### src/rtl/hazard_unit_multi.sv
// hazard_unit_multi: DEPTH-deep scoreboard giving registered forward selects and a load-use stall; HAZARD_PERF_EN adds a stall counter
`ifndef OPCODE_WIDTH
`define OPCODE_WIDTH 7
`endif
`ifndef LOAD
`define LOAD 7'b0000011
`endif
module hazard_unit_multi #(
   parameter int AWIDTH = 5,
   parameter int DEPTH = 3,
   parameter int LOAD_STAGE = 2,
   localparam int FW = $clog2(DEPTH + 1)
) (
   input  logic                     i_clk,
   input  logic                     i_rst,
   input  logic                     ds_i_valid,
   input  logic [`OPCODE_WIDTH-1:0] ds_i_opcode,
   input  logic [AWIDTH-1:0]        ds_i_addr_rs1,
   input  logic [AWIDTH-1:0]        ds_i_addr_rs2,
   input  logic [AWIDTH-1:0]        ds_i_addr_rd,
   input  logic                     ds_i_regwrite,
   input  logic                     i_flush,
   input  logic                     i_hold,
   output logic                     f_o_stall,
   output logic [FW-1:0]            f_o_control_rs1,
   output logic [FW-1:0]            f_o_control_rs2
`ifdef HAZARD_PERF_EN
   ,
   output logic [15:0]              f_o_stall_cnt
`endif
);
   logic [DEPTH-1:0]  trk_v;
   logic [DEPTH-1:0]  trk_ld;
   logic [AWIDTH-1:0] trk_rd [DEPTH];
   logic [FW-1:0]     sel1, sel2;
   logic              haz1, haz2, issue;

   // youngest-match lookup: scan oldest to youngest so the smallest j wins
   always_comb begin
      sel1 = '0;
      sel2 = '0;
      haz1 = 1'b0;
      haz2 = 1'b0;
      for (int j = DEPTH - 1; j >= 0; j--) begin
         if (trk_v[j] && trk_rd[j] == ds_i_addr_rs1 && ds_i_addr_rs1 != '0) begin
            sel1 = FW'(j + 1);
            haz1 = (j + 1) < (trk_ld[j] ? LOAD_STAGE : 1);
         end
         if (trk_v[j] && trk_rd[j] == ds_i_addr_rs2 && ds_i_addr_rs2 != '0) begin
            sel2 = FW'(j + 1);
            haz2 = (j + 1) < (trk_ld[j] ? LOAD_STAGE : 1);
         end
      end
   end

   assign f_o_stall = ds_i_valid & ~i_flush & (haz1 | haz2);
   assign issue     = ds_i_valid & ~i_flush & ~f_o_stall;

   // scoreboard shift and select registers; flushes and stalls enter EX as bubbles
   always_ff @(posedge i_clk or posedge i_rst) begin
      if (i_rst) begin
         trk_v           <= '0;
         trk_ld          <= '0;
         for (int j = 0; j < DEPTH; j++) trk_rd[j] <= '0;
         f_o_control_rs1 <= '0;
         f_o_control_rs2 <= '0;
      end else if (!i_hold) begin
         for (int j = 1; j < DEPTH; j++) begin
            trk_v[j]  <= trk_v[j-1];
            trk_ld[j] <= trk_ld[j-1];
            trk_rd[j] <= trk_rd[j-1];
         end
         trk_v[0]        <= issue & ds_i_regwrite & (ds_i_addr_rd != '0);
         trk_ld[0]       <= ds_i_opcode == `LOAD;
         trk_rd[0]       <= ds_i_addr_rd;
         f_o_control_rs1 <= issue ? sel1 : '0;
         f_o_control_rs2 <= issue ? sel2 : '0;
      end
   end

`ifdef HAZARD_PERF_EN
   // saturating count of stall cycles that actually cost an edge
   always_ff @(posedge i_clk or posedge i_rst) begin
      if (i_rst) f_o_stall_cnt <= '0;
      else if (f_o_stall && !i_hold && f_o_stall_cnt != 16'hFFFF) f_o_stall_cnt <= f_o_stall_cnt + 16'd1;
   end
`endif
endmodule

### config.mk
export PLATFORM = sky130hd
export DESIGN_NAME = hazard_unit_multi
export DESIGN_NICKNAME = d
export VERILOG_FILES = /design/src/rtl/hazard_unit_multi.sv
export SDC_FILE = /design/constraint.sdc
export NUM_CORES = 1
export LEC_CHECK = 0
export ABC_CLOCK_PERIOD_IN_PS = 1820
export CAP_MARGIN = 0
export CORE_MARGIN = 5
export CORE_UTILIZATION = 44
export CTS_CLUSTER_SIZE = 24
export DETAILED_ROUTE_END_ITERATION = 16
export PLACE_DENSITY_LB_ADDON = 0.05
export SLEW_MARGIN = 40
export SYNTH_ARGS = -nofsm -noshare
export SYNTH_HDL_FRONTEND = slang
export SYNTH_SLANG_ARGS = --single-unit
### constraint.sdc
create_clock -name i_clk -period 1.82 [get_ports i_clk]
set_clock_uncertainty 0.2 [all_clocks]
set_input_delay 0.273 -clock i_clk [delete_from_list [all_inputs] [get_ports i_clk]]
set_output_delay 0.273 -clock i_clk [all_outputs]
set_load 0.1 [all_outputs]
==> flow_summary.ini, run 1 <==
[critical_path]
timing.rr.start = trk_rd[13]
cp-start-kind = register
cp.required_ns = 1.35
reg2reg_setup_slack_ns = -0.12
startpoint = trk_rd[14]
cp_cell_sequence = xnor2_1 -> nand4_1 -> nor4_4 -> o21a_4 -> and3b_4 -> buf_12
worst-path-max-fanout = 3
slowest_delay_ns = 0.44
crit_path_end_kind = output port
reg2reg_depth = 7
path_class = register to output port
cp.arrival_ns = 1.87
slowest_stage = dfrtp_1

[global_routing]
antenna_found_initial = 0
grt_pass1_vias = 1212
grt_max_degree = 25
grt_use_total_pct = 17.61
grt_pass1_wl_um = 5754
overflow = 0

[floorplanning]
coreArea_um2 = 2805
die_area_um2 = 4192
io-pin-count = 33
start_util_pct = 47.01
die_y_um = 64.75
rows = 19
die_x_um = 64.75

[outcome]
violations = negative setup slack
run_status = finished, violations left

[final_layout]
multiInputGateArea_um2 = 867.1
mostFrequentLayoutCells = buf_4, dfrtp_1, xnor2_1, mux2_2, clkdlybuf4s50_1
seq_area_um2 = 579.3
insertedDiodeCount = 0
fill_cells = 206
drive_above_1_share_pct = 47.49
syn_to_final_growth_pct = 57.78
final_common_cell = buf_4
final-instance-count-excl-fill = 210
fin_nets = 208

[logic_synthesis]
ys_warn_count = 0
synth_cell_type_count = 24
synth_top_area_cell = dfrtp_1
synth_top_area_share_pct = 43.64
synth_area_um2 = 1319
synth.area.top_cells = dfrtp_1, xnor2_1, mux2_2
ys_seq_elements = 23
ys_seq_area_share_pct = 43.64
syn_nets = 145
syn_inst = 117
syn_area_per_cell_um2 = 11.27

[sta]
rsz0062_at_grt = yes
period_needed_ns = 2.340
tightest_slew_ns = 0.4586
layout_setup_ws_ns = -0.5199
fmax_mhz = 427.4
drv_slew = 0
finalHoldViolCount = 0
timing.final.crit_share_pct = 128.6
slew_headroom_pct = 69.11
setup_violations = 5

[power]
cellPowerDensity_nw_per_um2 = 598.0
p_leak_nw = 0.8370
finalPower_w = 0.001244
irDropWorstVdd_v = 0.0004767

[placed_design]
gp_congestion = 0.9166
placed_cells = 201
numPortBuffers = 32
dpl.hpwl_um = 2572

[clock_network]
clock_path_buffers = 2
cts_sinks = 23
clock_latency_ns = 0.30
cts.clk_slew.worst_paths_ns = 0.13
clockRootBuffer = clkbuf_4
numCtsBuffers = 3
cts_tree = done
cts_hold_buffers = 0
htreeDepth = 1

[drt]
wl_um = 3370
vias = 1158
drcViolationCount = 0
drt-pass1-iter-count = 4
drtIter0Drc = 50
antenna_left = 0
wire_per_inst_um = 16.05
vias_per_cell = 5.514

[min_path]
hold_path.class = input pin to asynchronous set/reset pin

[flow_run]
maxCapViolations = 0
==> where the power goes <==
part           internal, W  switching [W]  leakage, nW
Clock            0.0000854       0.000147       0.0150
Sequential        0.000567      0.0000780        0.283
Combinational     0.000225       0.000142        0.539
Total             0.000877       0.000367        0.837
==> metal layers <==
layer | vias up | share of wire, % | GRT usage [%]
met1 | 562 | 47 | 24.02
met2 | 39 | 47 | 27.59
met3 | 10 | 4.5 | 3.454
met5 | - | 0 | 0
li1 | 547 | - | -
met4 | 0 | 1.8 | 6.860
==> metrics by stage <==
step,hold WS [ns],setup WS [ns],setup TNS (ns),instance area (um2),utilization (%)
finish,0.09474,-0.5199,-0.8201,2081,74.17
global route,0.1224,-0.6540,-1.181,2081,74.17
CTS,0.09170,-0.5167,-0.6952,1991,70.96
detailed placement,0.3232,-0.7040,-3.713,1931,68.82
global placement,0.3161,-0.6717,-3.543,1931,68.82
floorplan,0.07492,-0.1842,-0.2319,1353,-
==> Yosys cell counts (all sizes together) <==
library cell and count:
nor3 2, clkbuf 3, o21ai 2, dfrtp 23
o41ai 2, nand4 6, o31ai 3, mux2 17
or3 2, inv 1, nand2 8, nand4b 1
nor4 5, nor2 4, o21a 1, or4 3
or3b 1, xnor2 22, and3b 1, xor2 8
a21oi 2
==> worst max-delay path, delay by kind of cell, from the launching register on <==
| kind | cells | cell delay (ns) |
|---|---|---|
| simple gates | 3 | 0.58 |
| flops | 1 | 0.44 |
| xor+xnor | 1 | 0.20 |
| compound gates | 1 | 0.18 |
| buf+inv | 1 | 0.17 |
==> cell type report <==
class                      count  share of cell area [%]
clock buffer                   4                   1.263
inverter                       1                  0.1804
multi-input combinational     90                   41.67
sequential                    23                   27.84
tap                           31                   1.864
timing repair buffer          61                   27.18
==> cells by family (layout without fill, tap and decap cells) <==
kind of cell / count (synthesis) / count (layout) / synth area share, %
buffers and inverters: 4 / 66 / 1.138
AOI/OAI and AO/OA: 10 / 10 / 5.692
muxes: 17 / 17 / 14.52
DFF: 23 / 23 / 43.64
xor gates and xnor gates: 30 / 30 / 19.92
and+or+nand+nor: 33 / 33 / 15.09
==> state kept, by name (all words and copies together) (netlist names) <==
signal / count
trk_rd: 15
trk_v: 3
f_o_control_rs2: 2
trk_ld: 1
f_o_control_rs1: 2
==> path summary, 6_finish.rpt <==
check	endpoint
min in group i_clk	trk_ld[0]
max	f_o_stall
min reg2reg	trk_ld[0]
max in group asynchronous	trk_rd[13]
max reg2reg	f_o_control_rs2[1]
min	trk_rd[6]
==> timing repair <==
item                       4_1_cts  5_1_grt
hold endpoints to repair         0        0
resized for setup               40       13
pin swaps                        6        6
buffers inserted                 4        6
setup endpoints to repair        6        6
cloned                           0        0
No activity file was read; power rests on OpenSTA's default activity.
==> run 2, diff against run 1 <==
--- a/config.mk
+++ b/config.mk
@@ -8,9 +8,10 @@
 export ABC_CLOCK_PERIOD_IN_PS = 1820
 export CAP_MARGIN = 0
 export CORE_MARGIN = 5
-export CORE_UTILIZATION = 44
+export CORE_UTILIZATION = 45
 export CTS_CLUSTER_SIZE = 24
 export DETAILED_ROUTE_END_ITERATION = 16
+export DONT_BUFFER_PORTS = 1
 export PLACE_DENSITY_LB_ADDON = 0.05
 export SLEW_MARGIN = 40
 export SYNTH_ARGS = -nofsm -noshare
==> flow_summary.ini, run 2 (same netlist as run 1, synthesis figures left out) <==
[critical_path]
path_class = register to output port
cp-start-kind = register
reg2reg_to = f_o_control_rs2[1]
cp.required_ns = 1.35
timing.rr.start = trk_rd[11]
worst-path-max-fanout = 4
reg2reg_depth = 5
cp.arrival_ns = 1.89
reg2reg_setup_slack_ns = 0.04
crit_path_end_kind = output port

[floorplanning]
coreArea_um2 = 2781
die_y_um = 64.14
io-pin-count = 33
die_x_um = 64.14
start_util_pct = 47.41
die_area_um2 = 4113
rows = 19

[clock_network]
clock_path_buffers = 2
htreeDepth = 1
cts_sinks = 23
clockRootBuffer = clkbuf_4
cts_tree = done
clock_latency_ns = 0.31
numCtsBuffers = 3
cts.clk_slew.worst_paths_ns = 0.13

[global_routing]
overflow = 0
grt_pass1_wl_um = 5375
grt_use_total_pct = 16.47
antenna_found_initial = 0
grt_max_degree = 25
grt_pass1_vias = 1131

[placed_design]
numPortBuffers = 0
place_area_um2 = 1505
gp_congestion = 0.8159
dpl.hpwl_um = 2378
placed_cells = 160

[final_layout]
final_common_cell = xnor2_1
fin_nets = 173
mostFrequentLayoutCells = xnor2_1, dfrtp_1, mux2_2, buf_4, dlygate4sd3_1
syn_to_final_growth_pct = 28.08
utilization_pct = 60.73
drive_above_1_share_pct = 36.81
top_register = trk_rd
largest_reg_flops = 15
insertedDiodeCount = 0
stdcell_area_um2 = 1689
final-instance-count-excl-fill = 175
largest_registers = trk_rd (15), trk_v (3)

[drt]
wl_um = 3065
drt-pass1-iter-count = 4
vias = 1025
vias_per_cell = 5.857
drtIter0Drc = 52
wire_per_inst_um = 17.51
antenna_left = 0
drcViolationCount = 0

[sta]
slew_headroom_pct = 66.69
rsz0062_at_grt = yes
setup_violations = 1
period_needed_ns = 2.363
fin_tns_setup_ns = -0.5427
drv_slew = 0
finalHoldViolCount = 0
timing.final.crit_share_pct = 129.8
layout_setup_ws_ns = -0.5427
tightest_slew_ns = 0.4997
fmax_mhz = 423.2

[flow_run]
maxCapViolations = 0

[outcome]
violations = negative setup slack
run_status = finished, violations left

[power]
finalPower_w = 0.001150
cellPowerDensity_nw_per_um2 = 680.8
irDropWorstVdd_v = 0.0004817
p_leak_nw = 0.6424

[min_path]
hold_start = ds_i_addr_rd[2]
worstHoldEndpoint = trk_v[0]
hold_depth = 2
hold_path.class = input pin to register
## run 2: worst max path at each step
stage	slack (ns)	cells after the start	start	endpoint
floorplan	-0.18	5	ds_i_addr_rs2[1]	f_o_stall
global placement	-0.22	6	ds_i_addr_rs2[1]	f_o_stall
detailed placement	-0.23	6	ds_i_addr_rs2[1]	f_o_stall
CTS	-0.58	6	trk_rd[14]	f_o_stall
global route	-0.67	6	trk_rd[13]	f_o_stall
finish	-0.54	5	trk_rd[10]	f_o_stall
## run 2: per-layer routing
metal / global-route usage (%) / share of wire [%] / up-vias
met5: 0 / 0 / -
met4: 5.344 / 1.3 / 0
met3: 5.429 / 8.0 / 5
met2: 26.26 / 45 / 29
met1: 21.10 / 45 / 519
li1: - / - / 472
## run 2: critical path: stages (launching register included)
cell     delay [ns]
dfrtp_1        0.48
xor2_2         0.22
nor4_4         0.31
o21a_4         0.19
and3b_4        0.20
buf_12         0.17
## run 2: through the flow
step | worst slack, ns | hold slack (ns)
2_1_floorplan | -0.1842 | 0.07492
3_3_place_gp | -0.2241 | 0.02026
3_5_place_dp | -0.2327 | 0.02814
4_1_cts | -0.5823 | 0.05743
5_1_grt | -0.6662 | 0.09091
6_report | -0.5427 | 0.07886
## run 2: report_power, final
| group | leakage, nW | internal [W] | switching (W) |
|---|---|---|---|
| logic | 0.343 | 0.000159 | 0.000101 |
| clock network | 0.0150 | 0.0000857 | 0.000157 |
| registers | 0.284 | 0.000567 | 0.0000811 |
| total | 0.642 | 0.000812 | 0.000338 |
## run 2: layout make-up
| type | count | area, um2 |
|---|---|---|
| Fill cell | 228 | 1092 |
| Multi-Input combinational cell | 90 | 814.5 |
| Sequential cell | 23 | 578.1 |
| Timing Repair Buffer | 26 | 227.7 |
| Tap cell | 31 | 38.79 |
| Clock buffer | 4 | 26.28 |
| Inverter | 1 | 3.754 |
## run 2: what timing repair did
action                                 in CTS  in global routing
hold buffers                               10                  0
endpoints found under the hold margin      46                  0
gates resized for setup                     1                  8
pin swaps                                   0                  3
setup endpoints to repair                   1                  5
setup buffers                               0                  3
==> run 3, diff against run 2 <==
--- a/config.mk
+++ b/config.mk
@@ -12,7 +12,6 @@
 export CTS_CLUSTER_SIZE = 24
 export DETAILED_ROUTE_END_ITERATION = 16
 export DONT_BUFFER_PORTS = 1
-export PLACE_DENSITY_LB_ADDON = 0.05
 export SLEW_MARGIN = 40
 export SYNTH_ARGS = -nofsm -noshare
 export SYNTH_HDL_FRONTEND = slang
==> flow_summary.ini, run 3 (same netlist as run 1, synthesis figures left out) <==
[power]
cellPowerDensity_nw_per_um2 = 671.9
irDropWorstVdd_v = 0.0006116
p_leak_nw = 0.6669

[outcome]
violations = negative setup slack
run_status = finished, violations left

[drt]
wire_per_inst_um = 18.63
drtIter0Drc = 68
drt-pass1-iter-count = 4
antenna_left = 0
wl_um = 3316
vias = 1016
drcViolationCount = 0
vias_per_cell = 5.708

[sta]
fmax_mhz = 419.2
finalHoldViolCount = 0
slew_headroom_pct = 65.36
setup_violations = 2
period_needed_ns = 2.386
drv_slew = 0
fin_tns_setup_ns = -0.6593
rsz0062_at_grt = yes
timing.final.crit_share_pct = 131.1
tightest_slew_ns = 0.5196
layout_setup_ws_ns = -0.5656

[floorplanning]
die_y_um = 64.14
coreArea_um2 = 2781
die_x_um = 64.14
die_area_um2 = 4113
start_util_pct = 47.41
rows = 19
io-pin-count = 33

[final_layout]
fin_nets = 176
drive_above_1_share_pct = 40.82
mostFrequentLayoutCells = xnor2_1, dfrtp_1, mux2_2, buf_4, dlygate4sd3_1
largest_reg_flops = 15
stdcell_area_um2 = 1730
syn_to_final_growth_pct = 31.21
largest_registers = trk_rd (15), trk_v (3)
final_common_cell = xnor2_1
insertedDiodeCount = 0
top_register = trk_rd

[critical_path]
reg2reg_to = f_o_control_rs2[1]
startpoint = trk_rd[11]
crit_path_end = f_o_stall
cp_cell_sequence = xnor2_2 -> nand4_1 -> nor4_4 -> o21a_4 -> and3b_4 -> buf_12
cp.required_ns = 1.35
crit_path_end_kind = output port
slowest_delay_ns = 0.49
reg2reg_setup_slack_ns = -0.09
cp.arrival_ns = 1.91
slowest_stage = dfrtp_2
path_class = register to output port
timing.rr.start = trk_rd[11]
cp-start-kind = register
reg2reg_depth = 7
worst-path-max-fanout = 5

[clock_network]
clock_path_buffers = 2
htreeDepth = 1
cts_sinks = 23
clock_latency_ns = 0.32
cts.clk_slew.worst_paths_ns = 0.13
numCtsBuffers = 3
cts_tree = done
clockRootBuffer = clkbuf_4

[global_routing]
antenna_found_initial = 0
grt_use_total_pct = 16.99
grt_pass1_vias = 1126
grt_pass1_wl_um = 5485
overflow = 0
grt_max_degree = 25

[placed_design]
place_area_um2 = 1490
numPortBuffers = 0
pre_cts_ws_ns = -0.2369
gp_congestion = 0.8401
dpl.hpwl_um = 2359

[flow_run]
maxCapViolations = 0

[min_path]
hold_path.class = input pin to register
-- run 3: cell types whose count changed in the layout (fill, tap and decap cells not counted) --
cell,delta
buf_4,+2
o31ai_1,-2
o31ai_2,+2
a21oi_1,-1
a21oi_2,+1
buf_6,+1
dfrtp_1,-1
dfrtp_2,+1
xnor2_1,-1
xnor2_2,+1
xor2_1,+1
xor2_2,-1
-- run 3: metal layers --
layer / up-vias / global-route usage (%) / share of wire [%]
li1: 481 / - / -
met1: 489 / 22.88 / 41
met2: 37 / 26.38 / 49
met3: 9 / 3.503 / 7.1
met4: 0 / 7.379 / 2.3
met5: - / 0 / 0
-- run 3: worst max-delay path, delay by kind of cell, from the launching register on --
family / cells / cell delay [ns]
AO/OA/AOI/OAI: 1 / 0.19
XOR/XNOR: 1 / 0.15
buffers and inverters: 1 / 0.17
flip-flops: 1 / 0.49
AND/OR/NAND/NOR: 3 / 0.60
-- run 3: how the worst min path moves through the flow --
| stage | from | endpoint | cells after the start |
|---|---|---|---|
| 5_1_grt | ds_i_addr_rd[2] | trk_v[0] | 2 |
| 6_report | ds_i_addr_rd[2] | trk_v[0] | 2 |
| 3_3_place_gp | i_rst | trk_ld[0] | 2 |
| 3_5_place_dp | i_rst | trk_rd[12] | 2 |
| 4_1_cts | i_flush | f_o_control_rs2[1] | 2 |
| 2_1_floorplan | i_rst | f_o_control_rs1[0] | 1 |
-- run 3: metrics by stage --
stage	util, %	hold WS [ns]	std cells	power [W]
global placement	53.58	0.01725	158	0.0008683
CTS	59.02	0.05954	174	0.001156
floorplan	-	0.07492	117	0.0008232
detailed placement	53.58	0.02794	158	0.0008784
finish	62.21	0.07294	178	0.001163
global route	62.21	0.06483	178	0.001230
-- run 3: timing repair --
action	CTS	global route
buffers inserted	2	5
pin swaps	0	2
hold buffers	10	0
gates cloned	0	0
hold endpoints to repair	46	0
gates resized for setup	2	12
setup endpoints to repair	1	5
-- run 3: final cells by class --
type,count,area (um2)
sequential,23,579.3
clock buffer,4,26.28
tap,31,38.79
timing repair buffer,29,254.0
multi-input combinational,90,828.3
fill,234,1051
inverter,1,3.754
-- run 3: report_power, final --
part	switching (W)	internal, W
Combinational	0.000108	0.000163
Clock	0.000159	0.0000859
Sequential	0.0000789	0.000568
